--- src/rtl/turn_signal_pkg.sv ---
// Shared types and constants for the turn-signal sequencer.
package turn_signal_pkg;

  typedef enum logic [1:0] {
    IDLE  = 2'd0,
    LEFT  = 2'd1,
    RIGHT = 2'd2,
    HAZ   = 2'd3
  } kind_e;

  localparam int MAX_LAMPS = 16;
  localparam int STEP_W    = $clog2(MAX_LAMPS + 1);

  // Thermometer mask with the low k bits set.
  function automatic logic [MAX_LAMPS-1:0] fill_mask(input logic [STEP_W-1:0] k);
    logic [MAX_LAMPS-1:0] m;
    m = {MAX_LAMPS{1'b0}};
    for (int i = 0; i < MAX_LAMPS; i++) begin
      if (i < int'(k)) begin
        m[i] = 1'b1;
      end else begin
        m[i] = 1'b0;
      end
    end
    return m;
  endfunction

endpackage

--- src/rtl/turn_signal_seq_prescaler.sv ---
// Step prescaler: counts 0..DIV-1 and flags the last count as the step tick.
module step_prescaler #(
  parameter int DIV = 1
) (
  input  logic clk,
  input  logic reset,
  output logic tick
);

  localparam int CW = (DIV > 1) ? $clog2(DIV) : 1;
  localparam logic [CW-1:0] LAST = CW'(DIV - 1);

  logic [CW-1:0] count;

  // Wrapping step counter.
  always_ff @(posedge clk or posedge reset) begin
    if (reset) begin
      count <= {CW{1'b0}};
    end else if (count == LAST) begin
      count <= {CW{1'b0}};
    end else begin
      count <= count + CW'(1);
    end
  end

  assign tick = (count == LAST);

endmodule

--- src/rtl/turn_signal_seq.sv ---
// Sequential turn-signal / hazard lamp driver with per-step prescaler.
// Optional brake overlay enabled by defining TURN_SIGNAL_BRAKE_EN.
module turn_signal_seq
  import turn_signal_pkg::*;
#(
  parameter int LAMPS    = 3,
  parameter int STEP_DIV = 1
) (
  input  logic             clk,
  input  logic             reset,
  input  logic             left,
  input  logic             right,
  input  logic             hazard,
`ifdef TURN_SIGNAL_BRAKE_EN
  input  logic             brake,
`endif
  output logic [LAMPS-1:0] l_lamp,
  output logic [LAMPS-1:0] r_lamp,
  output logic             busy
);

  localparam int IDX_W = $clog2(LAMPS + 1);
  localparam logic [IDX_W-1:0] LAST_IDX = IDX_W'(LAMPS);
  localparam logic [LAMPS-1:0] ALL_ON   = {LAMPS{1'b1}};
  localparam logic [LAMPS-1:0] ALL_OFF  = {LAMPS{1'b0}};

  kind_e                kind;
  kind_e                kind_nx;
  logic [IDX_W-1:0]     idx;
  logic [IDX_W-1:0]     idx_nx;
  logic [LAMPS-1:0]     l_pat;
  logic [LAMPS-1:0]     r_pat;
  logic [LAMPS-1:0]     l_pat_nx;
  logic [LAMPS-1:0]     r_pat_nx;
  logic [MAX_LAMPS-1:0] full_mask;
  logic [LAMPS-1:0]     seq_mask;
  logic                 tick;
  logic                 haz_req;

  step_prescaler #(
    .DIV (STEP_DIV)
  ) u_prescaler (
    .clk   (clk),
    .reset (reset),
    .tick  (tick)
  );

  assign haz_req = hazard | (left & right);

  // Next-state selection; the state only advances on a step tick.
  always_comb begin
    kind_nx = kind;
    idx_nx  = idx;
    if (tick) begin
      case (kind)
        IDLE: begin
          if (haz_req) begin
            kind_nx = HAZ;
            idx_nx  = {IDX_W{1'b0}};
          end else if (left) begin
            kind_nx = LEFT;
            idx_nx  = IDX_W'(1);
          end else if (right) begin
            kind_nx = RIGHT;
            idx_nx  = IDX_W'(1);
          end else begin
            kind_nx = IDLE;
            idx_nx  = {IDX_W{1'b0}};
          end
        end
        LEFT, RIGHT: begin
          if (haz_req) begin
            kind_nx = HAZ;
            idx_nx  = {IDX_W{1'b0}};
          end else if (idx == LAST_IDX) begin
            kind_nx = IDLE;
            idx_nx  = {IDX_W{1'b0}};
          end else begin
            kind_nx = kind;
            idx_nx  = idx + IDX_W'(1);
          end
        end
        HAZ: begin
          kind_nx = IDLE;
          idx_nx  = {IDX_W{1'b0}};
        end
        default: begin
          kind_nx = IDLE;
          idx_nx  = {IDX_W{1'b0}};
        end
      endcase
    end else begin
      kind_nx = kind;
      idx_nx  = idx;
    end
  end

  // Lamp pattern of the upcoming state, so the pattern register moves with the state.
  always_comb begin
    full_mask = fill_mask(STEP_W'(idx_nx));
    seq_mask  = full_mask[LAMPS-1:0];
    l_pat_nx  = ALL_OFF;
    r_pat_nx  = ALL_OFF;
    case (kind_nx)
      IDLE: begin
        l_pat_nx = ALL_OFF;
        r_pat_nx = ALL_OFF;
      end
      LEFT: begin
        l_pat_nx = seq_mask;
        r_pat_nx = ALL_OFF;
      end
      RIGHT: begin
        l_pat_nx = ALL_OFF;
        r_pat_nx = seq_mask;
      end
      HAZ: begin
        l_pat_nx = ALL_ON;
        r_pat_nx = ALL_ON;
      end
      default: begin
        l_pat_nx = ALL_OFF;
        r_pat_nx = ALL_OFF;
      end
    endcase
  end

  // State, pattern and busy registers.
  always_ff @(posedge clk or posedge reset) begin
    if (reset) begin
      kind  <= IDLE;
      idx   <= {IDX_W{1'b0}};
      l_pat <= ALL_OFF;
      r_pat <= ALL_OFF;
      busy  <= 1'b0;
    end else begin
      kind  <= kind_nx;
      idx   <= idx_nx;
      l_pat <= l_pat_nx;
      r_pat <= r_pat_nx;
      busy  <= (kind_nx != IDLE);
    end
  end

`ifdef TURN_SIGNAL_BRAKE_EN
  logic l_active;
  logic r_active;

  // The idle gap between repeats of a held turn request still belongs to that
  // side's flashing, so brake does not fill it in.
  assign l_active = (kind == LEFT)  | ((kind == IDLE) & left  & ~haz_req);
  assign r_active = (kind == RIGHT) | ((kind == IDLE) & right & ~haz_req);
  assign l_lamp   = (brake & ~l_active) ? ALL_ON : l_pat;
  assign r_lamp   = (brake & ~r_active) ? ALL_ON : r_pat;
`else
  assign l_lamp = l_pat;
  assign r_lamp = r_pat;
`endif

endmodule

--- config.mk ---
export PLATFORM = sky130hd
export DESIGN_NAME = turn_signal_seq
export DESIGN_NICKNAME = d
export VERILOG_FILES = /design/src/rtl/turn_signal_pkg.sv /design/src/rtl/turn_signal_seq_prescaler.sv /design/src/rtl/turn_signal_seq.sv
export SDC_FILE = /design/constraint.sdc
export NUM_CORES = 1
export LEC_CHECK = 0
export CAP_MARGIN = 20
export CORE_AREA = 4 4 41 43
export DETAILED_ROUTE_END_ITERATION = 10
export DIE_AREA = 0 0 45 47
export PLACE_DENSITY = 0.65
export SLEW_MARGIN = 20
export SYNTH_ARGS = -nofsm -noshare
export SYNTH_HDL_FRONTEND = slang
export SYNTH_SLANG_ARGS = --single-unit
--- constraint.sdc ---
create_clock -name clk -period 1.4 [get_ports clk]
set_input_delay 0.28 -clock clk [delete_from_list [all_inputs] [get_ports clk]]
set_output_delay 0.28 -clock clk [all_outputs]
set_load 0.02 [all_outputs]
==> metrics.csv <==
metric,value,unit
post-synthesis adder-cell area fraction,5.03,%
Crit-path slowest cell,dfrtp_1,
Hold WC Path Type,primary input to async pin,
Reg2Reg Depth,4,
finished layout cell area,798,um2
"FF+latch count, synth",11,
wire per inst,15.8,um
root buffer cell,clkbuf_4,
first-pass GRT wire length,1.96,mm
Sw Ratio,42.8,%
CTS Hold Buffers Added,0,
Final #Nets,75,
H-tree depth,1,
Max VDD drop,1140,uV
drt drc,0,
Via density,5.33,
CTS Buf Count,3,
violated checks,setup timing,
TritonCTS clock tree,done,
most frequent cells in the layout,"dfrtp_1, dlygate4sd2_1, buf_4",
iteration-0 DRC count of the detailed router,3,
met1 GRT Util,14.6,%
outcome,"complete, but fails checks",
remaining antenna violation count,0,
part of the power in combinational logic,64.9,%
Max Freq,695,MHz
Synth-to-Final Area Change,60.3,%
Slew @ Worst Pin,0.401,ns
Core Rows,13,
final period utilization,103,%
Pint,1.21,mW
"most common cell after layout, fill and taps aside",dfrtp_1,
CP Buf/Inv Count,0,
Die ar.,0.00212,mm2
# IOs,12,
syn nets,51,
Leak,0.368,nW
Post-Synth XOR/XNOR Area,0,%
vias,437,
reg-to-reg endpoint,l_lamp[0],
GRT Total Usage,13.2,%
skew final,0.00701,ns
initial core utilization,38.3,%
met3 Resource Use GR,2.68,%
library cells used by synthesis,20,
die height,47,um
vias in the first global route,454,
post-synthesis compound-gate area fraction,21.1,%
First-pass DRT Iterations,4,
Final Setup Violations,4,
Critical Path RT,1.55,ns
Sequential Power Share,24.3,%
"Seq/Total Area, Yosys",55.3,%
PnR worst setup slack,-0.0394,ns
minimum clock period,1.44,ns
CP Cell Sequence,"ha_4, a2111o_1, o211ai_1, a21oi_1",
CP max FO,3,
largest net degree at the start of global routing,12,
Critical Path Start,idx[1],
final hold violation count,0,
critical path's top delay family,compound AO/OA/AOI/OAI gates,
Core Box Area,0.00130,mm2
Mapped Area,498,um2
clk sinks,11,
fraction of layout cells with a size suffix above 1,38.8,%
total wire length,1.29,mm
Slew Limit Fails,0,
total gr overflow,0,
CP startpoint kind,flop,
placed inst area,692,um2
RSZ-0062 raised after global routing,true,
clock buffer depth,2,
Placer Congestion,0.739,
Mapped Cells,44,
reg-to-reg startpoint,idx[1],
flop2flop setup slack,-0.04,ns
arrival time at the worst endpoint,1.59,ns
max cap viols,0,
number of antenna violations at the first check in global routing,0,
Syn Area/Cell,11.3,um2
post-DP HPWL,851,um
Clock power frac,10.8,%
largest family of logic cells by synthesized area,compound AO/OA/AOI/OAI gates,
Slew headroom,73.3,%
Worst-Skew Late Latency,0.28,ns
DIE WIDTH,45,um
antenna diode count,0,
"CTS clk-pin slew, worst paths",0.08,ns
met2 Usage GRT,24.6,%
Synthesis Warnings,0,
final design utilization,61.3,%
mux cell area share after synthesis,0,%
post-synthesis simple-gate area fraction,14.1,%
busiest grt layer,met2,
P_sw,905,uW
Max stage delay on crit path,0.40,ns
Crit. End Element,flop,
PD cells,2650,mW/mm2
CP Class,flop to flop,
I/O Buffers,11,
-- cells in the mapped netlist (all sizes together) --
library cell	n	area, um2
nor3b	1	7.51
ha	2	25.0
or2b	1	7.51
and3	1	6.26
nand2	1	3.75
o221ai	3	32.5
a21oi	5	25.0
or2	1	6.26
nor2b	2	12.5
inv	6	22.5
nand4	1	6.26
a211oi	1	7.51
nor2	3	11.3
a2111o	1	11.3
o211ai	2	20.0
a211o	1	8.76
or3b	1	8.76
dfrtp	11	275
-- metal layers --
metal,wire [um],vias to the layer above
met3,59,2
met5,0,-
met1,502,220
li1,-,206
met2,719,9
met4,10,0
-- through the flow --
stage	total power, mW	hold WS [ns]	std cells	setup TNS (ns)	worst slack, ns
2_1_floorplan	1.18	0.132	44	0	0.0145
3_3_place_gp	1.57	0.584	77	-2.38	-0.285
3_5_place_dp	1.61	0.595	77	-2.74	-0.313
4_1_cts	2.05	0.295	82	-0.119	-0.0489
5_1_grt	2.27	0.326	82	-0.564	-0.0919
6_report	2.11	0.278	82	-0.0753	-0.0394
-- power groups by stage --
| stage | combinational, mW | sequential [mW] | clock, mW |
|---|---|---|---|
| after detailed placement | 1.09 | 0.522 | 0 |
| final | 1.37 | 0.514 | 0.228 |
| after global routing | 1.50 | 0.525 | 0.238 |
| after global placement | 1.05 | 0.520 | 0 |
| after CTS | 1.31 | 0.517 | 0.228 |
| after floorplan | 0.553 | 0.629 | 0 |
-- area by class of cell --
class	instances	area, um2
Inverter	6	22.5
Timing Repair Buffer	19	160
Tap cell	15	18.8
Sequential cell	11	275
Fill cell	118	503
Multi-Input combinational cell	27	295
Clock buffer	4	26.3
-- worst max-delay path by stage --
stage | slack (ns) | endpoint | depth (start not counted)
after floorplan | 0.01 | l_lamp[0] | 4
after global placement | -0.29 | l_lamp[0] | 4
after detailed placement | -0.31 | r_lamp[2] | 4
after CTS | -0.05 | l_lamp[0] | 4
after global routing | -0.09 | busy | 5
final | -0.04 | l_lamp[0] | 4
-- repair_timing --
item	4_1_cts	5_1_grt
pin swaps	7	6
setup endpoints to repair	17	9
resized for setup	21	3
buffers inserted	1	0
-- registers in the layout, summed over array words and instances, names as in the netlist --
| signal | cells |
|---|---|
| kind | 2 |
| r_lamp | 3 |
| idx | 2 |
| l_lamp | 3 |
| busy | 1 |
-- kinds of logic (layout without fill, tap and decap cells) --
kind of cell | Yosys count | count (layout)
AO/OA/AOI/OAI | 13 | 13
buffers and inverters | 6 | 29
adder cells (fa/ha/maj) | 2 | 2
flip-flops | 11 | 11
AND/OR/NAND/NOR | 12 | 12
(Power assumes the default switching activity.)
